--- config.mk ---
export PLATFORM = sky130hd
export DESIGN_NAME = pc_fetch_sequencer_flat
export DESIGN_NICKNAME = d
export VERILOG_FILES = /design/src/rtl/pc_fetch_sequencer_if.sv /design/src/rtl/pc_fetch_sequencer.sv /design/src/flat_wrapper.sv
export SDC_FILE = /design/constraint.sdc
export NUM_CORES = 1
export LEC_CHECK = 0
export CAP_MARGIN = 20
export CORE_ASPECT_RATIO = 0.5
export CORE_UTILIZATION = 60
export DETAILED_ROUTE_END_ITERATION = 8
export PLACE_DENSITY = 0.83
export SYNTH_ARGS = -nofsm -noshare
export SYNTH_HDL_FRONTEND = slang
export SYNTH_SLANG_ARGS = --single-unit
--- constraint.sdc ---
create_clock -name clk -period 3.5 [get_ports clk]
set_clock_uncertainty 0.15 [all_clocks]
set_input_delay 0.7 -clock clk [delete_from_list [all_inputs] [get_ports clk]]
set_output_delay 0.7 -clock clk [all_outputs]
set_load 0.02 [all_outputs]
--- src/rtl/pc_fetch_sequencer_if.sv ---
// Signal bundle between the fetch/sequence stage, its program counter,
// the instruction-store loader and the output stage.
interface pc_fetch_sequencer_if;
  logic [7:0] pc;
  logic       pc_en;
  logic       pc_load;
  logic [7:0] pc_load_val;
  logic       prog_we;
  logic [4:0] prog_addr;
  logic [7:0] prog_data;
  logic       go;
  logic [7:0] out_data;
  logic       out_valid;
  logic       halted;

  // master: the sequencer, which steers the counter and drives the output stage
  modport master (
    input  pc, prog_we, prog_addr, prog_data, go,
    output pc_en, pc_load, pc_load_val, out_data, out_valid, halted
  );

  modport slave (
    output pc, prog_we, prog_addr, prog_data, go,
    input  pc_en, pc_load, pc_load_val, out_data, out_valid, halted
  );
endinterface

--- src/rtl/pc_fetch_sequencer.sv ---
// Two-stage fetch/execute sequencer for a tiny control ISA; steers the
// external program counter and emits OUT bytes to the output stage.
module pc_fetch_sequencer #(
  parameter int MEM_DEPTH = 32
) (
  input  logic                   clk,
  input  logic                   rst_n,
  pc_fetch_sequencer_if.master   bus
);
  localparam int AW = $clog2(MEM_DEPTH);

  typedef enum logic [2:0] {
    OP_NOP, OP_JMP, OP_SETLC, OP_DJNZ, OP_OUT, OP_WAIT, OP_HALT, OP_RSVD
  } op_e;

  typedef struct packed {
    op_e        op;
    logic [4:0] imm;
  } instr_t;

  typedef enum logic [1:0] {HALTED, RUN, STALL} state_e;

  logic [7:0] mem [MEM_DEPTH];

  state_e     state, state_nxt;
  instr_t     ir, ir_nxt, fetch;
  logic       ir_valid, ir_valid_nxt;
  logic [4:0] lc, lc_nxt;
  logic [4:0] wcnt, wcnt_nxt;
  logic [7:0] out_data_q, out_data_nxt;
  logic       out_valid_q, out_valid_nxt;
  logic       pc_en, pc_load, taken, halted;
  logic [7:0] pc_load_val;

  // pc values above the store depth alias onto it
  logic unused_pc_hi;
  assign unused_pc_hi = ^bus.pc[7:AW];

  // Store is not reset; a same-cycle read of the written address sees old data
  always_ff @(posedge clk) begin
    if (bus.prog_we) mem[bus.prog_addr] <= bus.prog_data;
  end

  assign fetch = instr_t'(mem[bus.pc[AW-1:0]]);

  always_ff @(posedge clk or negedge rst_n) begin
    if (!rst_n) begin
      state       <= HALTED;
      ir          <= '0;
      ir_valid    <= 1'b0;
      lc          <= '0;
      wcnt        <= '0;
      out_data_q  <= '0;
      out_valid_q <= 1'b0;
    end else begin
      state       <= state_nxt;
      ir          <= ir_nxt;
      ir_valid    <= ir_valid_nxt;
      lc          <= lc_nxt;
      wcnt        <= wcnt_nxt;
      out_data_q  <= out_data_nxt;
      out_valid_q <= out_valid_nxt;
    end
  end

  always_comb begin
    state_nxt     = state;
    ir_nxt        = ir;
    ir_valid_nxt  = ir_valid;
    lc_nxt        = lc;
    wcnt_nxt      = wcnt;
    out_data_nxt  = out_data_q;
    out_valid_nxt = 1'b0;
    pc_en         = 1'b0;
    pc_load       = 1'b0;
    pc_load_val   = '0;
    taken         = 1'b0;
    halted        = 1'b0;
    case (state)
      HALTED: begin
        halted = 1'b1;
        if (bus.go) begin
          state_nxt    = RUN;
          ir_valid_nxt = 1'b0;
        end
      end
      RUN: begin
        pc_en = 1'b1;
        if (ir_valid) begin
          case (ir.op)
            OP_JMP:   taken = 1'b1;
            OP_SETLC: lc_nxt = ir.imm;
            OP_DJNZ:  if (lc != 5'd0) begin
                        taken  = 1'b1;
                        lc_nxt = lc - 5'd1;
                      end
            OP_OUT:   begin
                        out_data_nxt  = {3'b000, ir.imm};
                        out_valid_nxt = 1'b1;
                      end
            // the WAIT cycle still fetches, so the next instruction waits in IR
            OP_WAIT:  if (ir.imm != 5'd0) begin
                        wcnt_nxt  = ir.imm;
                        state_nxt = STALL;
                      end
            OP_HALT:  begin
                        pc_en        = 1'b0;
                        ir_valid_nxt = 1'b0;
                        state_nxt    = HALTED;
                      end
            default: ;
          endcase
        end
        // taken jump: load counter, no fetch, next cycle is a bubble
        if (taken) begin
          pc_en        = 1'b0;
          pc_load      = 1'b1;
          pc_load_val  = {3'b000, ir.imm};
          ir_valid_nxt = 1'b0;
        end
        if (pc_en) begin
          ir_nxt       = fetch;
          ir_valid_nxt = 1'b1;
        end
      end
      STALL: begin
        wcnt_nxt = wcnt - 5'd1;
        if (wcnt == 5'd1) state_nxt = RUN;
      end
      default: state_nxt = HALTED;
    endcase
  end

  assign bus.pc_en       = pc_en;
  assign bus.pc_load     = pc_load;
  assign bus.pc_load_val = pc_load_val;
  assign bus.out_data    = out_data_q;
  assign bus.out_valid   = out_valid_q;
  assign bus.halted      = halted;
endmodule
--- src/flat_wrapper.sv ---
// flat-port wrapper written by rule: the top's interface ports become plain ports
module pc_fetch_sequencer_flat 
#(
  parameter int MEM_DEPTH = 32
)
  (clk, rst_n, bus_pc, bus_prog_we, bus_prog_addr, bus_prog_data, bus_go, bus_pc_en, bus_pc_load, bus_pc_load_val, bus_out_data, bus_out_valid, bus_halted);
  pc_fetch_sequencer_if bus_i ();
  input  logic clk;
  input  logic rst_n;
  input wire logic [$bits(bus_i.pc)-1:0] bus_pc;
  input wire logic [$bits(bus_i.prog_we)-1:0] bus_prog_we;
  input wire logic [$bits(bus_i.prog_addr)-1:0] bus_prog_addr;
  input wire logic [$bits(bus_i.prog_data)-1:0] bus_prog_data;
  input wire logic [$bits(bus_i.go)-1:0] bus_go;
  output wire logic [$bits(bus_i.pc_en)-1:0] bus_pc_en;
  output wire logic [$bits(bus_i.pc_load)-1:0] bus_pc_load;
  output wire logic [$bits(bus_i.pc_load_val)-1:0] bus_pc_load_val;
  output wire logic [$bits(bus_i.out_data)-1:0] bus_out_data;
  output wire logic [$bits(bus_i.out_valid)-1:0] bus_out_valid;
  output wire logic [$bits(bus_i.halted)-1:0] bus_halted;
  assign bus_i.pc = bus_pc;
  assign bus_i.prog_we = bus_prog_we;
  assign bus_i.prog_addr = bus_prog_addr;
  assign bus_i.prog_data = bus_prog_data;
  assign bus_i.go = bus_go;
  assign bus_pc_en = bus_i.pc_en;
  assign bus_pc_load = bus_i.pc_load;
  assign bus_pc_load_val = bus_i.pc_load_val;
  assign bus_out_data = bus_i.out_data;
  assign bus_out_valid = bus_i.out_valid;
  assign bus_halted = bus_i.halted;
  pc_fetch_sequencer #(.MEM_DEPTH(MEM_DEPTH)) u_core (.clk(clk), .rst_n(rst_n), .bus(bus_i));
endmodule
== After elaboration in Yosys (flattened, before gate mapping) ==
Memories as Yosys holds them, arrays and structs flattened. A register that Yosys moved wholly into a read port is not among the register bits.
Index checks and enable logic that the tools add are counted.

* Add/subtract/negate cells: 2
* Eq/ne operators: 17
* Mux-type cells: 36
* Reduce and logical (&&, ||, !) cells: 13

{| class="wikitable"
|+ Operators by type and width
! operator !! count
|-
| 5-bit 2-to-1 mux || 5
|-
| 1-bit 2-to-1 mux || 20
|-
| 5-bit case mux with 2 select lines || 2
|-
| 5-bit nonzero test || 2
|-
| 5-bit by 1-bit subtractor with 5-bit output (second input constant) || 2
|-
| 3-bit equality test (second input constant) || 3
|-
| 2-bit 2-to-1 mux || 4
|-
| 8-bit 2-to-1 mux || 1
|-
| 2-bit by 1-bit inequality test with 1-bit output (second input constant) || 4
|-
| 4-bit AND reduction || 2
|-
| 3-bit by 2-bit equality test with 1-bit output (second input constant) || 2
|-
| 2-bit case mux with 3 select lines || 1
|-
| 2-bit nonzero test || 3
|-
| 5-bit by 1-bit equality test with 1-bit output (second input constant) || 1
|-
| 5-bit AND reduction || 1
|-
| 2-bit inequality test (second input constant) || 2
|-
| 1-bit case mux with 2 select lines || 2
|-
| 2-bit case mux with 2 select lines || 1
|-
| 2-bit AND reduction || 2
|-
| 3-bit by 1-bit equality test with 1-bit output (second input constant) || 1
|-
| 3-bit by 2-bit inequality test with 1-bit output (second input constant) || 1
|-
| 3-bit inequality test (second input constant) || 1
|-
| 3-bit AND reduction || 1
|-
| 2-bit by 1-bit equality test with 1-bit output (second input constant) || 1
|-
| other kinds (3) || 3
|}

* Register bits after elaboration: 19
* Memory bits (writable): 256
* Memories: 1

{| class="wikitable"
|+ Memory list
! memory !! words !! bits a word !! rd ports !! clocked after Yosys merged registers in !! write ports !! line !! text
|-
| u_core.mem || 32 || 8 || 1 || 1 || 1 || pc_fetch_sequencer.sv:23 || <nowiki>logic [7:0] mem [MEM_DEPTH];</nowiki>
|}

== Longest topological paths before layout ==
Gate-level depths: netlist of the first run.

* Depth in word-level cells: 9
* Gate-level depth with buffers: 8
* Gate-level depth less buffers: 6

== Least setup slack after synthesis of the first run ==
OpenSTA, ideal clock, no wires.

* Path type: reg-to-output
* Start point: reg u_core.lc[0]
* End point: out bus_pc_load_val[0]
* Data arrival time: 1.774 ns
* Required time: 2.650 ns
* Path slack: 0.876 ns
* Stages on the path, launching flop included: 6
* Path buffers: 0
* Cells stage by stage: dfrtp_1 inv_1 ha_1 and4b_1 nor3_1 and2_1

* Word-level cells in the longest chain between the ends: 7

{| class="wikitable"
|+ RTL lines
! element !! line !! text
|-
| start, declared || pc_fetch_sequencer.sv:28 || <nowiki>logic [4:0] lc, lc_nxt;</nowiki>
|-
| start signal, assigned || pc_fetch_sequencer.sv:59 || <nowiki>lc <= lc_nxt;</nowiki>
|-
| 5-bit nonzero test || pc_fetch_sequencer.sv:93 || <nowiki>OP_DJNZ: if (lc != 5'd0) begin</nowiki>
|-
| 1-bit 2-to-1 mux || pc_fetch_sequencer.sv:93 ||
|-
| 1-bit case mux with 2 select lines || pc_fetch_sequencer.sv:90 || <nowiki>case (ir.op)</nowiki>
|-
| 1-bit 2-to-1 mux || pc_fetch_sequencer.sv:89 || <nowiki>if (ir_valid) begin</nowiki>
|-
| 1-bit 2-to-1 mux || pc_fetch_sequencer.sv:79 || <nowiki>case (state)</nowiki>
|-
| 5-bit 2-to-1 mux || pc_fetch_sequencer.sv:115 || <nowiki>if (taken) begin</nowiki>
|-
| 8-bit 2-to-1 mux || pc_fetch_sequencer.sv:79 ||
|-
| end, declared || flat_wrapper.sv:17 || <nowiki>output wire logic [$bits(bus_i.pc_load_val)-1:0] bus_pc_load_val;</nowiki>
|}

No other way between the ends. The select of a mux whose other input is x is not followed.

== Worst setup path after layout of the first run ==
* Start point: reg u_core.lc[0]
* End point: out bus_pc_load_val[2]

Same word-level chain as after synthesis.

==> impl_metrics.tcl, run 1 <==
set metrics [dict create \
    fp.dieW_um 197 \
    cp.required_ns 2.65 \
    htreeDepth 1 \
    path_class "reg2out" \
    hold_path_class "reg2reg" \
    io_buffers 35 \
    slew_headroom 0.565 \
    seq_area_um2 8360 \
    period_needed_ns 3.31 \
    synth_seq_area_share 0.730 \
    cp_cell_sequence "inv_1 > ha_1 > and4b_1 > nor3_2 > and2_1 > clkdlybuf4s50_1" \
    cts_buffers 24 \
    use_met3 0.0644 \
    cap_violations 0 \
    insertedDiodeCount 0 \
    ys_ff_latch 283 \
    design_area_um2 13100 \
    hold-worst-slack_ns 0.346 \
    clock-root-buffer "clkbuf_16" \
    fillers 1066 \
    clock_latency_ns 0.52 \
    fin_ws_ns 0.194 \
    wl_per_cell_um 25.5 \
    power_frac_clock 0.332 \
    drc 0 \
    tns_ns 0 \
    synth-compound-area-share 0.0516 \
    finalSetupViolCount 0 \
    nNetsFinal 738 \
    synth_xor_area_frac 0.000765 \
    synth_commonest_cells "edfxtp_1 (256), mux4_2 (52), nor2_1 (41)" \
    die_h_um 99.7 \
    firstDrtPassIters 5 \
    antenna_found_initial 0 \
    syn_area_um2 11500 \
    final-hold-violation-count 0 \
    vias 6306 \
    synth_top_family_by_area "multiplexers" \
    cp_slowest_cell "clkdlybuf4s50_1" \
    netlist.area_leader.share 0.671 \
    synthMuxAreaShare 0.137 \
    grt_usage 0.260 \
    cts_hold_buf 0 \
    async_reset_ff_frac 0.0954 \
    crit_start "u_core.lc[0]" \
    cpLargestDelayFamily "simple AND/OR/NAND/NOR gates" \
    multiInputGateArea_um2 2850 \
    slew_violations 0 \
    grt-ovfl-total 0 \
    die_area_um2 19700 \
    core_area_um2 18500 \
    synth_edf_count 256 \
    drive_gt1_frac 0.225 \
    combPwrFrac 0.153 \
    synth_top_area_cell "edfxtp_1" \
    end_kind "output port" \
    dp_cells 942 \
    cts_tree "done" \
    gp_congestion 0.870 \
    switchingPower_mw 2.05 \
    synth_ff_type "edfxtp_1" \
    p_per_area_nw_per_um2 600 \
    grt_pass1_vias 6275 \
    slowest_delay_ns 0.61 \
    avgViaCountPerCell 6.40 \
    grt_max_degree 41 \
    ir_drop_mv 0.366 \
    switching_share 0.260 \
    drtIter0Drc 826 \
    reg2reg_from "u_core.mem[11][4]" \
    crit_path_start_kind "flop" \
    busiest_layer "met2" \
    hold_start "u_core.bus.out_data[2]" \
    synth.most_common_cell "edfxtp_1" \
    status "finished clean" \
    pwr-share-seq 0.515 \
    crit_path_max_fanout 6 \
    grt.met1_usage 0.353 \
    max_freq_mhz 302 \
    p_int_mw 5.84 \
    ant_nets 0 \
    dp_hpwl_um 14900 \
    cts_setup_buffers 0 \
    syn_inst 618 \
    clockBufferDepth 3 \
    synth-simple-area-share 0.0525 \
    dp_slack_ns 0.548 \
    synth_fa_ha_area_frac 0.00437 \
    dpl_cell_area_um2 12400 \
    rsz0062_at_grt "no" \
    area_growth_pct 14.8 \
    power.leakage_nw 4.46 \
    yosys_warnings 0 \
    synth.area.top_cells "edfxtp_1 (67%), mux4_2 (10%), dfrtp_1 (5.9%)" \
    fin_cells 985 \
    grt_pass1_wl_um 36800 \
    path_buf_inv 2 \
    wl_um 25100 \
    globalRouteMet2Util 0.421 \
    worstMarginPinSlew_ns 0.651 \
    synthDistinctLibCells 48 \
    fin_crit_sh 0.945 \
    synth_area_per_cell_um2 18.5 \
    cts_sinks 283 \
    start_util 0.618 \
    io_pins 45 \
    num_rows 35 \
    arrival_ns 2.46 \
    clk_pin_slew_ns 0.07 \
]
-- layout make-up --
type,instances,area share
Tap cell,259,0.0247
Inverter,9,0.00257
Clock buffer,27,0.0482
Timing Repair Buffer,94,0.0617
Sequential cell,283,0.636
Multi-Input combinational cell,297,0.217
Clock inverter,16,0.00999
-- per-layer routing --
layer  routed length [um]  part of all wire  up-vias
met5                    0                 0        -
met4                  709             0.028        0
met3                 2460             0.098       54
met2                12100              0.48      368
met1                 9770              0.39     3213
li1                     -                 -     2671
-- sequential cells by signal (all words and copies together), names as in the netlist --
| register | flops |
|---|---|
| u_core.mem | 256 |
| u_core.wcnt | 5 |
| u_core.ir | 8 |
| u_core.ir_valid | 1 |
| u_core.bus.out_data | 5 |
| u_core.lc | 5 |
| u_core.bus.out_valid | 1 |
| u_core.state | 2 |
-- worst paths after layout --
check | cells after the start | slack [ns] | endpoint
worst min-delay path | 1 | 0.35 | u_core.bus.out_data[2]
min in group asynchronous | 2 | 0.41 | u_core.lc[2]
max in group asynchronous | 2 | 2.53 | u_core.ir[2]
worst max-delay path | 6 | 0.19 | bus_pc_load_val[2]
worst max register to register | 5 | 1.29 | u_core.ir[4]
worst min register to register | 1 | 0.35 | u_core.bus.out_data[2]
-- logic make-up after synthesis --
group | count (synthesis)
AO/OA/AOI/OAI | 78
adder cells (fa/ha/maj) | 4
multiplexers | 87
flip-flops | 283
XOR/XNOR | 1
other | 1
AND/OR/NAND/NOR | 121
buffers and inverters | 43
-- per-stage QoR --
step	power (mW)	utilization
floorplan	4.81	-
global placement	5.22	0.668
detailed placement	5.29	0.668
CTS	7.88	0.709
global route	8.12	0.710
finish	7.88	0.710
-- power by group through the flow --
stage | clock, mW | combinational [mW] | sequential (mW)
detailed placement | 0 | 1.17 | 4.12
global route | 2.75 | 1.30 | 4.08
CTS | 2.63 | 1.19 | 4.05
floorplan | 0 | 0.721 | 4.09
global placement | 0 | 1.12 | 4.11
finish | 2.62 | 1.21 | 4.06
-- layout by cell type, fill, tap and decap left out, types with 9 or more instances in the layout --
master           count
o21ai_0              9
and2_1              10
mux4_2              52
clkdlybuf4s50_1     33
dfrtp_1             27
nand2_1             22
mux2i_1             19
a21oi_1             11
clkbuf_16           25
nor2_1              41
buf_4               58
edfxtp_1           256
inv_1                9
a22oi_1              9
nand3_1              9
-- what timing repair did --
item	in CTS	in global routing
endpoints found under the setup margin	0	5
hold endpoints to repair	0	0
resized for setup	0	1
(Power assumes the default switching activity.)
==> run 2, diff against run 1 <==
- GPL_ROUTABILITY_DRIVEN: unset -> 0
- clock period: 3.5 -> 3.91 ns (I/O delays scaled with it)
==> impl_metrics.tcl, run 2 (synthesized netlist as in run 1, its figures left out) <==
set metrics [dict create \
    slew_headroom 0.268 \
    fillers 1083 \
    period_needed_ns 3.56 \
    total_power_mw 7.06 \
    grt_pass1_wl_um 37800 \
    hold_path_class "reg2reg" \
    grt_max_degree 33 \
    nNetsFinal 720 \
    clock-root-buffer "clkbuf_16" \
    area_growth_pct 13.6 \
    final_util 0.702 \
    power.leakage_nw 4.36 \
    die_h_um 99.7 \
    start_util 0.618 \
    ant_nets 0 \
    reg_top3 "u_core.mem (256), u_core.ir (8)" \
    dp_cells 922 \
    insertedDiodeCount 0 \
    drc 0 \
    arrival_ns 2.62 \
    cts_resized 0 \
    cap_violations 0 \
    p_per_area_nw_per_um2 542 \
    max_freq_mhz 281 \
    die_area_um2 19700 \
    clock_latency_ns 0.52 \
    final-hold-violation-count 0 \
    largest_reg_flops 256 \
    fin_cells 968 \
    antenna_found_initial 0 \
    io_pins 45 \
    io_buffers 35 \
    cts_setup_buffers 0 \
    r2r_slack_ns 1.72 \
    fin_crit_sh 0.910 \
    firstDrtPassIters 6 \
    drive_gt1_frac 0.205 \
    clk_pin_slew_ns 0.06 \
    layout_common_cells "edfxtp_1 (256), mux4_2 (52), nor2_1 (41), buf_4 (39), clkdlybuf4s50_1 (33)" \
    htreeDepth 1 \
    fp.dieW_um 197 \
    end_kind "output port" \
    cts_sinks 283 \
    crit_path_max_fanout 6 \
    clockBufferDepth 3 \
    crit_path_start_kind "flop" \
    slew_violations 0 \
    num_rows 35 \
    worstMarginPinSlew_ns 1.09 \
    cp.required_ns 2.98 \
    wl_um 25200 \
    hold_start "u_core.bus.out_data[1]" \
    status "finished clean" \
    ir_drop_mv 0.267 \
    vias 6257 \
    grt_pass1_vias 6272 \
    reg2reg_from "u_core.mem[11][4]" \
    wl_per_cell_um 26.0 \
    cts_buffers 24 \
    hold-worst-slack_ns 0.347 \
    final_common_cell "edfxtp_1" \
    crit_start "u_core.lc[0]" \
    rsz0062_at_grt "no" \
    drtIter0Drc 607 \
    regMostFlops "u_core.mem" \
    dp_hpwl_um 14900 \
    core_area_um2 18500 \
    grt_usage 0.267 \
    cts_hold_buf 0 \
    avgViaCountPerCell 6.46 \
    grt-ovfl-total 0 \
    cts_tree "done" \
    path_class "reg2out" \
    finalSetupViolCount 0 \
    tns_ns 0 \
]
run 2: changes by cell type in the layout (fill, tap and decap cells not counted):
cell,previous run,this run
clkbuf_2,0,1
clkinv_1,8,5
clkinv_2,5,4
inv_6,0,1
clkinv_8,1,0
nor3_1,7,8
buf_12,2,1
clkinvlp_4,0,1
clkbuf_16,25,26
clkbuf_1,2,5
nor3_2,1,0
buf_4,58,39
clkinv_4,0,1
run 2: area by class of cell:
type | count | area [um2] | area share
Tap cell | 259 | 324 | 0.0249
Multi-Input combinational cell | 297 | 2850 | 0.219
Inverter | 9 | 33.8 | 0.00260
Sequential cell | 283 | 8360 | 0.643
Clock buffer | 30 | 644 | 0.0495
Timing Repair Buffer | 76 | 678 | 0.0521
Clock inverter | 14 | 124 | 0.00952
run 2: routing by layer:
layer  wire length [um]  GRT usage
met3               2620     0.0580
met5                  0          0
met4                805     0.0751
met2              12100      0.433
met1               9640      0.371
run 2: through the flow:
stage / cell area (um2) / worst slack (ns)
3_5_place_dp: 12200 / 0.669
4_1_cts: 13000 / 0.315
3_3_place_gp: 12200 / 0.711
6_report: 13000 / 0.353
2_1_floorplan: 11500 / 1.20
5_1_grt: 13000 / 0.164
run 2: path summary, 6_finish.rpt:
| kind | to | depth (start not counted) |
|---|---|---|
| worst max register to register | u_core.ir[4] | 5 |
| worst min register to register | u_core.bus.out_data[1] | 1 |
| worst min-delay path | u_core.bus.out_data[1] | 1 |
| worst max-delay path | bus_pc_load_val[0] | 6 |
| max in group asynchronous | u_core.bus.out_data[3] | 2 |
| min in group asynchronous | u_core.state[1] | 2 |
run 2: critical path, stage by stage (launching register included):
cell,delay [ns]
dfrtp_1,0.35
inv_1,0.08
ha_1,0.22
and4b_1,0.23
nor3_1,0.42
and2_1,0.21
clkdlybuf4s50_1,0.61
run 2: power breakdown:
group / switching (mW) / total (mW) / leakage [nW] / internal (mW)
clock: 1.05 / 2.36 / 0.375 / 1.31
sequential: 0.173 / 3.64 / 2.64 / 3.46
combinational: 0.608 / 1.06 / 1.35 / 0.454
==> run 3, diff against run 2 <==
- CAP_MARGIN: 20 -> unset
==> impl_metrics.tcl, run 3 (synthesized netlist as in run 1, its figures left out) <==
set metrics [dict create \
    status "finished clean" \
    grt_pass1_wl_um 37800 \
    clk_pin_slew_ns 0.06 \
    p_per_area_nw_per_um2 543 \
    crit_path_start_kind "flop" \
    path_class "reg2out" \
    cp.required_ns 2.98 \
    largest_reg_flops 256 \
    fin_crit_sh 0.908 \
    avgViaCountPerCell 6.51 \
    clock-root-buffer "clkbuf_16" \
    grt-ovfl-total 0 \
    grt_usage 0.267 \
    rsz0062_at_grt "no" \
    die_area_um2 19700 \
    num_rows 35 \
    finalSetupViolCount 0 \
    wl_um 25200 \
    design_area_um2 13000 \
    insertedDiodeCount 0 \
    slew_violations 0 \
    cts_buffers 24 \
    cts_setup_buffers 0 \
    cts_resized 0 \
    area_growth_pct 13.3 \
    total_power_mw 7.05 \
    fp.dieW_um 197 \
    io_buffers 35 \
    core_area_um2 18500 \
    ant_nets 0 \
    cap_violations 0 \
    layout_common_cells "edfxtp_1 (256), mux4_2 (52), nor2_1 (41), buf_4 (39), clkdlybuf4s50_1 (33)" \
    period_needed_ns 3.55 \
    end_kind "output port" \
    power.leakage_nw 4.34 \
    slew_headroom 0.161 \
    arrival_ns 2.62 \
    final_common_cell "edfxtp_1" \
    antenna_found_initial 0 \
    clock_latency_ns 0.52 \
    drive_gt1_frac 0.202 \
    reg_top3 "u_core.mem (256), u_core.ir (8)" \
    final-hold-violation-count 0 \
    cts_hold_buf 0 \
    start_util 0.618 \
    vias 6285 \
    worstMarginPinSlew_ns 1.25 \
    die_h_um 99.7 \
    grt_max_degree 33 \
    nNetsFinal 718 \
    grt_pass1_vias 6272 \
    hold-worst-slack_ns 0.347 \
    cts_sinks 283 \
    crit_path_max_fanout 6 \
    io_pins 45 \
    wl_per_cell_um 26.1 \
    regMostFlops "u_core.mem" \
    clockBufferDepth 3 \
    hold_path_class "reg2reg" \
    ir_drop_mv 0.272 \
    cts_tree "done" \
    firstDrtPassIters 5 \
    drc 0 \
    dp_hpwl_um 14900 \
    dpl_cell_area_um2 12200 \
    htreeDepth 1 \
    drtIter0Drc 601 \
    max_freq_mhz 282 \
    tns_ns 0 \
]
-- run 3: changes by cell type in the layout (fill, tap and decap cells not counted) --
cell,previous run,this run
clkbuf_16,26,25
clkbuf_2,1,0
-- run 3: worst paths after layout --
path / startpoint / endpoint / slack (ns) / depth (start not counted)
worst max-delay path: u_core.lc[0] / bus_pc_load_val[0] / 0.36 / 6
worst min-delay path: u_core.bus.out_data[1] / u_core.bus.out_data[1] / 0.35 / 1
worst max register to register: u_core.lc[0] / u_core.lc[3] / 1.46 / 6
worst min register to register: u_core.bus.out_data[1] / u_core.bus.out_data[1] / 0.35 / 1
max in group asynchronous: rst_n / u_core.ir[1] / 2.84 / 2
min in group asynchronous: rst_n / u_core.state[0] / 0.50 / 2
-- run 3: area by class of cell --
cell class              instances  area [um2]
fillers                      1086        5540
well taps                     259         324
multi-input cells             297        2850
clock inverters                14         124
repair buffers                 74         648
flip-flops and latches        283        8360
clock buffers                  30         644
inverters                       9        33.8
-- run 3: per-layer routing --
layer | routed length [um] | track usage | vias to the layer above
met5 | 0 | 0 | -
li1 | - | - | 2640
met1 | 10000 | 0.371 | 3228
met2 | 12200 | 0.433 | 360
met3 | 2290 | 0.0580 | 57
met4 | 759 | 0.0751 | 0
-- run 3: critical path, stage by stage (launching register included) --
cell	delay, ns
dfrtp_1	0.35
inv_1	0.08
ha_1	0.22
and4b_1	0.23
nor3_1	0.41
and2_1	0.21
clkdlybuf4s50_1	0.61
-- run 3: per-stage QoR --
| step | setup slack, ns | std cells | utilization |
|---|---|---|---|
| 2_1_floorplan | 1.20 | 623 | - |
| 3_3_place_gp | 0.711 | 922 | 0.659 |
| 4_1_cts | 0.315 | 966 | 0.701 |
| 6_report | 0.358 | 966 | 0.701 |
| 5_1_grt | 0.164 | 966 | 0.701 |
| 3_5_place_dp | 0.669 | 922 | 0.659 |
-- run 3: power breakdown --
| group | leakage (nW) | internal [mW] | total (mW) | switching [mW] |
|---|---|---|---|---|
| sequential | 2.64 | 3.46 | 3.63 | 0.170 |
| clock | 0.375 | 1.31 | 2.36 | 1.05 |
| combinational | 1.33 | 0.449 | 1.05 | 0.605 |
| total | 4.34 | 5.22 | 7.05 | 1.83 |
